$ cat config.mk
export PLATFORM = sky130hd
export DESIGN_NAME = if_fetch_unit
export DESIGN_NICKNAME = d
export VERILOG_FILES = /design/src/rtl/mips_pkg.sv /design/src/rtl/if_id_pipe_reg.sv /design/src/rtl/if_fetch_unit.sv
export SDC_FILE = /design/constraint.sdc
export NUM_CORES = 1
export LEC_CHECK = 0
export ABC_AREA = 1
export CORE_ASPECT_RATIO = 1.1
export CORE_MARGIN = 2
export CORE_UTILIZATION = 30
export CTS_CLUSTER_SIZE = 28
export DETAILED_ROUTE_END_ITERATION = 10
export PLACE_DENSITY = 0.61
export SLEW_MARGIN = 20
export SYNTH_ARGS = -nofsm -noshare
export SYNTH_HDL_FRONTEND = slang
export SYNTH_SLANG_ARGS = --single-unit
$ cat constraint.sdc
create_clock -name clk -period 4.3 [get_ports clk]
set_input_delay 1.29 -clock clk [delete_from_list [all_inputs] [get_ports clk]]
set_output_delay 1.29 -clock clk [all_outputs]
set_load 0.02 [all_outputs]
$ cat src/rtl/mips_pkg.sv
// Shared widths, fetch-state encoding and PC helper for the instruction-fetch stage.
package mips_pkg;

   localparam int WORD_W = 32;
   localparam logic [WORD_W-1:0] NOP_INSTR = 32'h0000_0000;

   typedef enum logic {
      S_FETCH = 1'b0,
      S_HOLD  = 1'b1
   } fetch_state_t;

   typedef struct packed {
      logic [WORD_W-1:0] instr;
      logic [WORD_W-1:0] pc;
   } fetch_word_t;

   // Sequential PC, wrapping modulo 2^32.
   function automatic logic [WORD_W-1:0] next_pc(input logic [WORD_W-1:0] pc);
      return pc + 32'd4;
   endfunction

endpackage

$ cat src/rtl/if_id_pipe_reg.sv
// IF/ID pipeline register: flush has priority over load; otherwise contents hold.
module if_id_pipe_reg
   import mips_pkg::*;
#(
   parameter logic [WORD_W-1:0] NOP_WORD = 32'h0000_0000
) (
   input  logic              clk,
   input  logic              rst,
   input  logic              flush,
   input  logic              load,
   input  logic [WORD_W-1:0] d_instr,
   input  logic [WORD_W-1:0] d_pc,
   input  logic              d_valid,
   output logic [WORD_W-1:0] q_instr,
   output logic [WORD_W-1:0] q_pc,
   output logic              q_valid
);

   always_ff @(posedge clk or negedge rst) begin
      if (!rst) begin
         q_instr <= NOP_WORD;
         q_pc    <= '0;
         q_valid <= 1'b0;
      end else if (flush) begin
         q_instr <= NOP_WORD;
         q_pc    <= '0;
         q_valid <= 1'b0;
      end else if (load) begin
         q_instr <= d_instr;
         q_pc    <= d_pc;
         q_valid <= d_valid;
      end
   end

endmodule

$ cat src/rtl/if_fetch_unit.sv
// Instruction-fetch stage: req/ack fetch FSM, PC, wrong-path squash and a one-word
// hold buffer that parks a fetched instruction while ID is frozen.
module if_fetch_unit
   import mips_pkg::*;
#(
   parameter logic [31:0] RESET_PC  = 32'h0000_0000,
   parameter logic [31:0] NOP_INSTR = mips_pkg::NOP_INSTR
) (
   input  logic        clk,
   input  logic        rst,
   output logic        imem_req,
   output logic [31:0] imem_addr,
   input  logic [31:0] imem_rdata,
   input  logic        imem_ack,
   input  logic        branch_taken,
   input  logic [31:0] branch_address,
   input  logic        freeze,
   output logic [31:0] if_id_instruction,
   output logic [31:0] if_id_pc,
   output logic        if_id_valid
);

   fetch_state_t state_reg, state_next;
   logic [31:0]  pc_reg, pc_next;
   logic         squash_reg, squash_next;
   logic [31:0]  squash_addr_reg, squash_addr_next;
   fetch_word_t  hold_reg, hold_next;
   logic         active_reg;
   logic         accept;

   logic         pipe_flush, pipe_load, pipe_valid;
   logic [31:0]  pipe_instr, pipe_pc;

   always_ff @(posedge clk or negedge rst) begin
      if (!rst) begin
         state_reg       <= S_FETCH;
         pc_reg          <= RESET_PC;
         squash_reg      <= 1'b0;
         squash_addr_reg <= '0;
         hold_reg        <= '0;
         active_reg      <= 1'b0;
      end else begin
         state_reg       <= state_next;
         pc_reg          <= pc_next;
         squash_reg      <= squash_next;
         squash_addr_reg <= squash_addr_next;
         hold_reg        <= hold_next;
         active_reg      <= 1'b1;
      end
   end

   // A squashed request keeps presenting its original address until it completes.
   assign imem_req  = active_reg && (state_reg == S_FETCH);
   assign imem_addr = squash_reg ? squash_addr_reg : pc_reg;
   assign accept    = imem_req && imem_ack;

   always_comb begin
      state_next       = state_reg;
      pc_next          = pc_reg;
      squash_next      = squash_reg;
      squash_addr_next = squash_addr_reg;
      hold_next        = hold_reg;
      if (branch_taken) begin
         pc_next          = branch_address;
         hold_next        = '0;
         state_next       = S_FETCH;
         squash_next      = imem_req && !imem_ack;
         squash_addr_next = imem_addr;
      end else begin
         case (state_reg)
            S_FETCH: begin
               if (accept) begin
                  if (squash_reg) begin
                     squash_next = 1'b0;
                  end else begin
                     pc_next = next_pc(pc_reg);
                     if (freeze) begin
                        hold_next  = '{instr: imem_rdata, pc: next_pc(pc_reg)};
                        state_next = S_HOLD;
                     end
                  end
               end
            end
            S_HOLD: begin
               if (!freeze) state_next = S_FETCH;
            end
            default: state_next = S_FETCH;
         endcase
      end
   end

   always_comb begin
      pipe_flush = branch_taken;
      pipe_load  = 1'b0;
      pipe_instr = NOP_INSTR;
      pipe_pc    = if_id_pc;
      pipe_valid = 1'b0;
      if (!branch_taken && !freeze) begin
         pipe_load = 1'b1;
         if (state_reg == S_HOLD) begin
            pipe_instr = hold_reg.instr;
            pipe_pc    = hold_reg.pc;
            pipe_valid = 1'b1;
         end else if (accept && !squash_reg) begin
            pipe_instr = imem_rdata;
            pipe_pc    = next_pc(pc_reg);
            pipe_valid = 1'b1;
         end
      end
   end

   if_id_pipe_reg #(
      .NOP_WORD (NOP_INSTR)
   ) u_if_id (
      .clk     (clk),
      .rst     (rst),
      .flush   (pipe_flush),
      .load    (pipe_load),
      .d_instr (pipe_instr),
      .d_pc    (pipe_pc),
      .d_valid (pipe_valid),
      .q_instr (if_id_instruction),
      .q_pc    (if_id_pc),
      .q_valid (if_id_valid)
   );

endmodule

=== Word level (Yosys, flattened, before mapping) ===
Index checks and enable logic that the tools add are counted.

* Memories kept: 0
* Memory bits (read-only): 0
* Flip-flop bits (word level): 196
* Latch bits: 0
* Input port bits: 69
* Output and inout bits: 98
* Bits in writable memories: 0
* Word-level logic and storage cells: 66

* Div/mod/pow operators: 0
* Mux-type cells: 34
* Equal/unequal tests: 2
* Bitwise operators: 1
* $lt $le $gt $ge: 0
* $mul: 0
* Shifts and indexed selects: 0
* Reductions and logical operators: 18
* Add/subtract/negate cells: 1

{| class="wikitable"
|+ Operator list
! kind !! number
|-
| 32-bit two-way mux || 15
|-
| 64-bit two-way mux || 5
|-
| 32-bit by 3-bit adder with 32-bit output, second input constant || 1
|-
| 1-bit two-way mux || 13
|-
| 2-bit nonzero test || 4
|-
| 3-bit AND reduction || 2
|-
| 1-bit logical AND || 5
|-
| 1-bit zero test || 4
|-
| 2-bit inequality test, second input constant || 2
|-
| 4-bit AND reduction || 1
|-
| 3-bit nonzero test || 1
|-
| 1-bit one-hot mux with 2 select lines || 1
|-
| 2-bit AND reduction || 1
|-
| 1-bit inverter || 1
|}

=== Depth between registers and ports, before layout ===
Gate-level depths: netlist of the first run.

* Depth after elaboration: 9
* Mapped depth: 11
* Gate-level depth less buffers: 10

=== By module ===
Synthesis of the first run repeated with hierarchy kept, for this count alone.

* Cells, all modules: 1,348
* Area, all modules: 10,213.5 µm²

{| class="wikitable"
|+ By module, submodules not included
! module !! times used !! area each (µm²) !! cells each !! seq. area each (µm²)
|-
| if_fetch_unit || 1 || 7,623.6 || 1,065 || 3,278.1
|-
| if_id_pipe_reg || 1 || 2,590.0 || 283 || 1,626.6
|}

=== Least setup slack after synthesis of the first run ===
OpenSTA, ideal clock, no wires.

* Path type: reg2out
* From: reg squash_reg
* To: out imem_addr[0]
* Data arrival time: 1.219 ns
* Buffers on the path: 2
* Slack: 1.791 ns
* Required time: 3.010 ns
* Stages on the path, launching flop included: 4
* Path through: dfrtp_1 buf_2 clkbuf_1 o21ai_0

* Word-level cells in the longest chain between the ends: 1

{| class="wikitable"
|+ RTL lines
! item !! line !! text
|-
| start: declaration || if_fetch_unit.sv:25 || <nowiki>logic squash_reg, squash_next;</nowiki>
|-
| start signal: assignment || if_fetch_unit.sv:45 || <nowiki>squash_reg <= squash_next;</nowiki>
|-
| 32-bit two-way mux || if_fetch_unit.sv:54 || <nowiki>assign imem_addr = squash_reg ? squash_addr_reg : pc_reg;</nowiki>
|-
| end: declaration || if_fetch_unit.sv:12 || <nowiki>output logic [31:0] imem_addr,</nowiki>
|}

No other way between the ends.

=== Worst setup path after layout of the first run ===
* From: reg squash_reg
* To: out imem_addr[18]

Same word-level chain as after synthesis.

==> flow_summary.yaml, run 1 <==
sta:
  setup_viol_count_final: 0
  worstMarginPinSlew_ps: 859
  relSlewSlack_pct: 42.7
  max_freq_mhz: 273
  hold_slack_ps: 483
  fin_skew_ps: 12.6
  worst_slack_ps: 640
  period_minus_slack_ps: 3660
  rsz0062_at_grt: "no"
  fin_crit_sh_pct: 85.1
  hold_violations: 0
  setup_tns_ps: 0
  timing_max_transition_violations_final: 0
final_layout:
  final_nets: 1383
  drive_gt1_share_pct: 5.35
  final_common_cell: "nand2_1"
  final_core_util_pct: 39.2
  register_area_um2: 4900
  area_growth_pct: 28.5
  most-common-layout-cells: "421 x nand2_1, 196 x dfrtp_1, 164 x clkdlybuf4s50_1"
  multiInputGateArea_um2: 3750
  largest_reg_flops: 64
  fillers: 3171
  diodes: 0
power:
  power_leakage_uw: 0.00564
  switching_share_pct: 30.9
  p_per_area_nw_per_um2: 385
  p_sw_uw: 1420
  comb_power_share_pct: 18.6
  clkPwrFrac_pct: 35.7
  intPower_uw: 3180
  totalPowerFinal_uw: 4600
  p_seq_share_pct: 45.7
  peakVddDrop_mv: 0.232
routing:
  first_pass_iters: 7
  antenna_left: 0
  drc: 0
  drt_iter0_markers: 690
  viasPerCell: 4.84
  num_vias: 8413
  drt-total-wl_um: 29200
  drt-wirelength-per-cell_um: 16.8
setup_path:
  worstReg2RegEnd: "u_if_id.q_pc[6]$_DFFE_PN0P_"
  path_max_fanout: 41
  r2r_slack_ps: 1870
  path_class: "reg2out"
  ff2ff_path_depth: 7
  worst_setup_path_start_kind: "flip-flop"
  end_kind: "primary output"
  rr_startpoint: "state_reg$_DFF_PN0_"
  arrival_ps: 2370
  worstPathCellList: "buf_12, nand2_1, o21ai_0, clkdlybuf4s50_1"
  critical_path_required_ps: 3010
  critical-path-max-stage-delay_ps: 750
  critical_path.slowest_cell: "dfrtp_1"
grt:
  antenna_found_initial: 0
  grt_use_met2_pct: 29.2
  grt_util_all_layers_pct: 18.7
  grt_overflow_total: 0
  grt_use_met1_pct: 24.9
  grt_max_degree: 84
  first_global_vias: 8362
  met3_usage_pct: 5.67
  grt_pass1_wl_um: 46800
  top_usage_layer: "met2"
synth:
  synthCells: 1175
  synth-adder-area-share_pct: 0.134
  ys_types: 33
  avgSynthCellArea_um2: 7.93
  ys_warn_count: 0
  synth_top_family_by_area: "simple AND/OR/NAND/NOR gates"
  syn_nets: 1245
  synthXorXnorAreaFrac_pct: 0.752
  ys_ff_latch: 196
  synth_area_um2: 9320
  synthSimpleGateAreaFrac_pct: 24.9
  synth-compound-area-share_pct: 14.2
  synth_mux_area_share_pct: 0.215
  yosysSeqAreaShare_pct: 52.7
clock_tree:
  post_cts_buffers: 0
  clk_pin_slew_ps: 80
  worstSkewPairLatency_ps: 440
  clockBufferDepth: 2
  postCtsHoldBufs: 0
  cts_tree: "done"
  clock-sinks: 196
  htree_levels: 4
  cts_buffers: 17
  cts_resized: 0
  root_buffer: "clkbuf_16"
hold_path:
  hold_path_end: "squash_addr_reg[14]$_DFFE_PN0P_"
  min_path_type: "reg2reg"
  holdPathStages: 2
  min_from: "squash_addr_reg[14]$_DFFE_PN0P_"
die:
  coreArea_um2: 30500
  rows: 67
  chipWidth_um: 172
  start_util_pct: 30.5
  die_area_um2: 32500
  die_h_um: 189
  ios: 167
placed_design:
  portBuffers: 166
  post-place-ws_ps: 998
  globalplace.congestion: 0.842
  dp_hpwl_um: 19700
status:
  status: "finished, final reports clean"
job:
  maxCapViolCount: 0
## worst max path at each step
stage / startpoint / end / slack, ps / depth (start not counted)
after detailed placement: imem_ack / u_if_id.q_pc[5]$_DFFE_PN0P_ / 1000 / 9
after global placement: imem_ack / u_if_id.q_pc[6]$_DFFE_PN0P_ / 1040 / 9
after floorplan: squash_reg$_DFFE_PN0P_ / imem_addr[0] / 1790 / 3
final: squash_reg$_DFFE_PN0P_ / imem_addr[18] / 640 / 4
after global routing: squash_reg$_DFFE_PN0P_ / imem_addr[6] / 410 / 3
after CTS: squash_reg$_DFFE_PN0P_ / imem_addr[3] / 620 / 3
## synth_stat cells, drive strengths merged
master  count  share of area (%)
a22oi      27                2.2
o211ai      1              0.081
buf        31                1.7
conb        1              0.040
or2         2               0.13
a211oi      1              0.081
o22ai      41                2.8
inv        98                3.9
nand4       2               0.13
a22o       23                2.2
nor3        1               0.17
a21oi       8               0.43
o21ai     118                6.3
nand2     424                 17
mux2i       2               0.21
o32ai       1              0.094
dfrtp     196                 53
ha          1               0.13
nor2       83                3.5
and2        2               0.13
xnor2       1              0.094
clkbuf     36                1.5
a31oi       1              0.067
xor2        7               0.66
nand3      67                3.6
## per-stage QoR
stage / instance area [µm²] / instances
finish: 12000 / 1740
detailed placement: 11400 / 1708
CTS: 12000 / 1740
global route: 12000 / 1740
global placement: 11400 / 1708
floorplan: 9320 / 1175
## worst max-delay path, delay by kind of cell (launching register included)
kind                   cells  cell delay (ps)
AND/OR/NAND/NOR            1               70
flip-flops                 1              750
buffers and inverters      2              950
AO/OA/AOI/OAI              1              140
## layout make-up
class | count | share of cell area [%]
clock buffers | 19 | 3.78
clock inverters | 13 | 1.18
inverters | 98 | 3.07
multi-input cells | 814 | 31.3
flip-flops and latches | 196 | 41.0
well taps | 414 | 4.33
repair buffers | 186 | 15.3
## power groups by stage
stage / clock (µW) / combinational [µW] / sequential (µW)
2_1_floorplan: 0 / 460 / 2130
3_3_place_gp: 0 / 853 / 2130
3_5_place_dp: 0 / 866 / 2140
4_1_cts: 1680 / 870 / 2100
5_1_grt: 1760 / 956 / 2130
6_report: 1640 / 856 / 2100
## routing by layer
metal / vias to the layer above / part of all wire (%)
met4: 0 / 2.0
met5: - / 0
met3: 27 / 8.0
met1: 4041 / 44
met2: 283 / 46
li1: 4062 / -
## kinds of logic after synthesis
kind of cell	after synthesis
other	1
XOR/XNOR	8
AND/OR/NAND/NOR	581
multiplexers	2
buffers and inverters	165
AO/OA/AOI/OAI	221
adder cells (fa/ha/maj)	1
flip-flops	196
(Power assumes the default switching activity.)
==> inputs of run 2 (changes only) <==
Settings changed: PLACE_DENSITY 0.61 to default.
==> run 2 against run 1 <==
Net effect: highest routed layer unchanged; core utilization about the same; first-iteration DRC count decreased by 3.8%; critical path type unchanged; largest power group unchanged; register-to-register slack got worse by 140 ps; via count increased by 1.0%; power decreased by 0.18%; cell area about the same; count of clock-buffer cells in the layout unchanged; hold slack got worse by 0.51 ps.
==> flow_summary.yaml, run 2 (synthesis gave the netlist of run 1 again) <==
clock_tree:
  clockBufferDepth: 2
  root_buffer: "clkbuf_16"
  cts_tree: "done"
  cts_buffers: 17
  clock-sinks: 196
  worstSkewPairLatency_ps: 440
  htree_levels: 4
  cts_resized: 0
  postCtsHoldBufs: 0
  clk_pin_slew_ps: 70
  post_cts_buffers: 0
setup_path:
  critical_path.slowest_cell: "dfrtp_1"
  worstPathCellList: "inv_1, o21ai_0, clkdlybuf4s50_1"
  path_max_fanout: 22
  end_kind: "primary output"
  r2r_slack_ps: 1730
  critical-path-max-stage-delay_ps: 750
  rr_startpoint: "state_reg$_DFF_PN0_"
  path_class: "reg2out"
  worst_setup_path_start_kind: "flip-flop"
  critical_path_required_ps: 3010
  ff2ff_path_depth: 8
  worstReg2RegEnd: "u_if_id.q_pc[5]$_DFFE_PN0P_"
  arrival_ps: 2390
final_layout:
  diodes: 0
  largest_reg_flops: 64
  final_nets: 1382
  drive_gt1_share_pct: 5.28
  final_core_util_pct: 39.2
  most-common-layout-cells: "421 x nand2_1, 196 x dfrtp_1, 164 x clkdlybuf4s50_1"
  final_common_cell: "nand2_1"
  area_growth_pct: 28.4
  fin_cells: 1739
grt:
  first_global_vias: 8414
  grt_max_degree: 81
  antenna_found_initial: 0
  grt_overflow_total: 0
  grt_util_all_layers_pct: 18.3
  grt_pass1_wl_um: 46000
die:
  die_area_um2: 32500
  chipWidth_um: 172
  start_util_pct: 30.5
  coreArea_um2: 30500
  ios: 167
  die_h_um: 189
  rows: 67
sta:
  setup_viol_count_final: 0
  setup_tns_ps: 0
  rsz0062_at_grt: "no"
  hold_slack_ps: 483
  max_freq_mhz: 272
  worstMarginPinSlew_ps: 848
  worst_slack_ps: 622
  timing_max_transition_violations_final: 0
  fin_crit_sh_pct: 85.5
  period_minus_slack_ps: 3680
  fin_skew_ps: 12.8
  relSlewSlack_pct: 43.5
  hold_violations: 0
power:
  power_leakage_uw: 0.00564
  peakVddDrop_mv: 0.186
  p_per_area_nw_per_um2: 384
routing:
  antenna_left: 0
  drt_iter0_markers: 664
  drt-total-wl_um: 29000
  first_pass_iters: 6
  drc: 0
  drt-wirelength-per-cell_um: 16.6
  viasPerCell: 4.89
  num_vias: 8500
placed_design:
  globalplace.congestion: 0.886
  place_inst: 1707
  dp_hpwl_um: 19900
  portBuffers: 166
  post-place-ws_ps: 1020
hold_path:
  min_path_type: "reg2reg"
  hold_path_end: "u_if_id.q_instr[7]$_DFFE_PN0P_"
  holdPathStages: 2
  min_from: "u_if_id.q_instr[7]$_DFFE_PN0P_"
status:
  status: "finished, final reports clean"
job:
  maxCapViolCount: 0
-- run 2: changes by cell type in the layout (fill, tap and decap cells not counted) --
cell / previous run / this run
inv_6: 2 / 6
clkinvlp_4: 3 / 1
inv_8: 4 / 2
buf_4: 18 / 17
-- run 2: critical path, delay by kind of cell, from the launching register on --
family | cells | cell delay [ps]
buf+inv | 2 | 910
compound gates | 1 | 300
flops | 1 | 750
-- run 2: per-layer routing --
metal	track usage, %	vias up	share of wire (%)
met5	0	-	0
met4	4.14	0	1.4
met3	4.28	20	7.0
met2	29.6	305	48
met1	24.8	4111	44
li1	-	4064	-
-- run 2: worst max path at each step --
stage,start,end,slack [ps],cells past startpoint
floorplan,squash_reg$_DFFE_PN0P_,imem_addr[0],1790,3
global placement,squash_reg$_DFFE_PN0P_,imem_addr[3],1080,3
detailed placement,freeze,u_if_id.q_pc[5]$_DFFE_PN0P_,1020,6
CTS,squash_reg$_DFFE_PN0P_,imem_addr[3],570,3
global route,squash_reg$_DFFE_PN0P_,imem_addr[6],400,3
finish,squash_reg$_DFFE_PN0P_,imem_addr[3],620,3
-- run 2: metrics by stage --
step / area (µm²) / power [µW]
4_1_cts: 12000 / 4640
3_3_place_gp: 11400 / 2990
6_report: 12000 / 4600
3_5_place_dp: 11400 / 3010
5_1_grt: 12000 / 4820
2_1_floorplan: 9320 / 2590
-- run 2: area by class of cell --
cell class              instances  area, µm²
inverters                      98        368
clock buffers                  19        453
flip-flops and latches        196       4900
well taps                     414        518
fillers                      3175      18600
multi-input cells             814       3750
repair buffers                185       1830
clock inverters                13        139
-- run 2: power breakdown --
group	switching, µW	total, µW	internal (µW)
clock	780	1630	854
sequential	110	2100	1990
combinational	526	858	332
total	1420	4600	3180
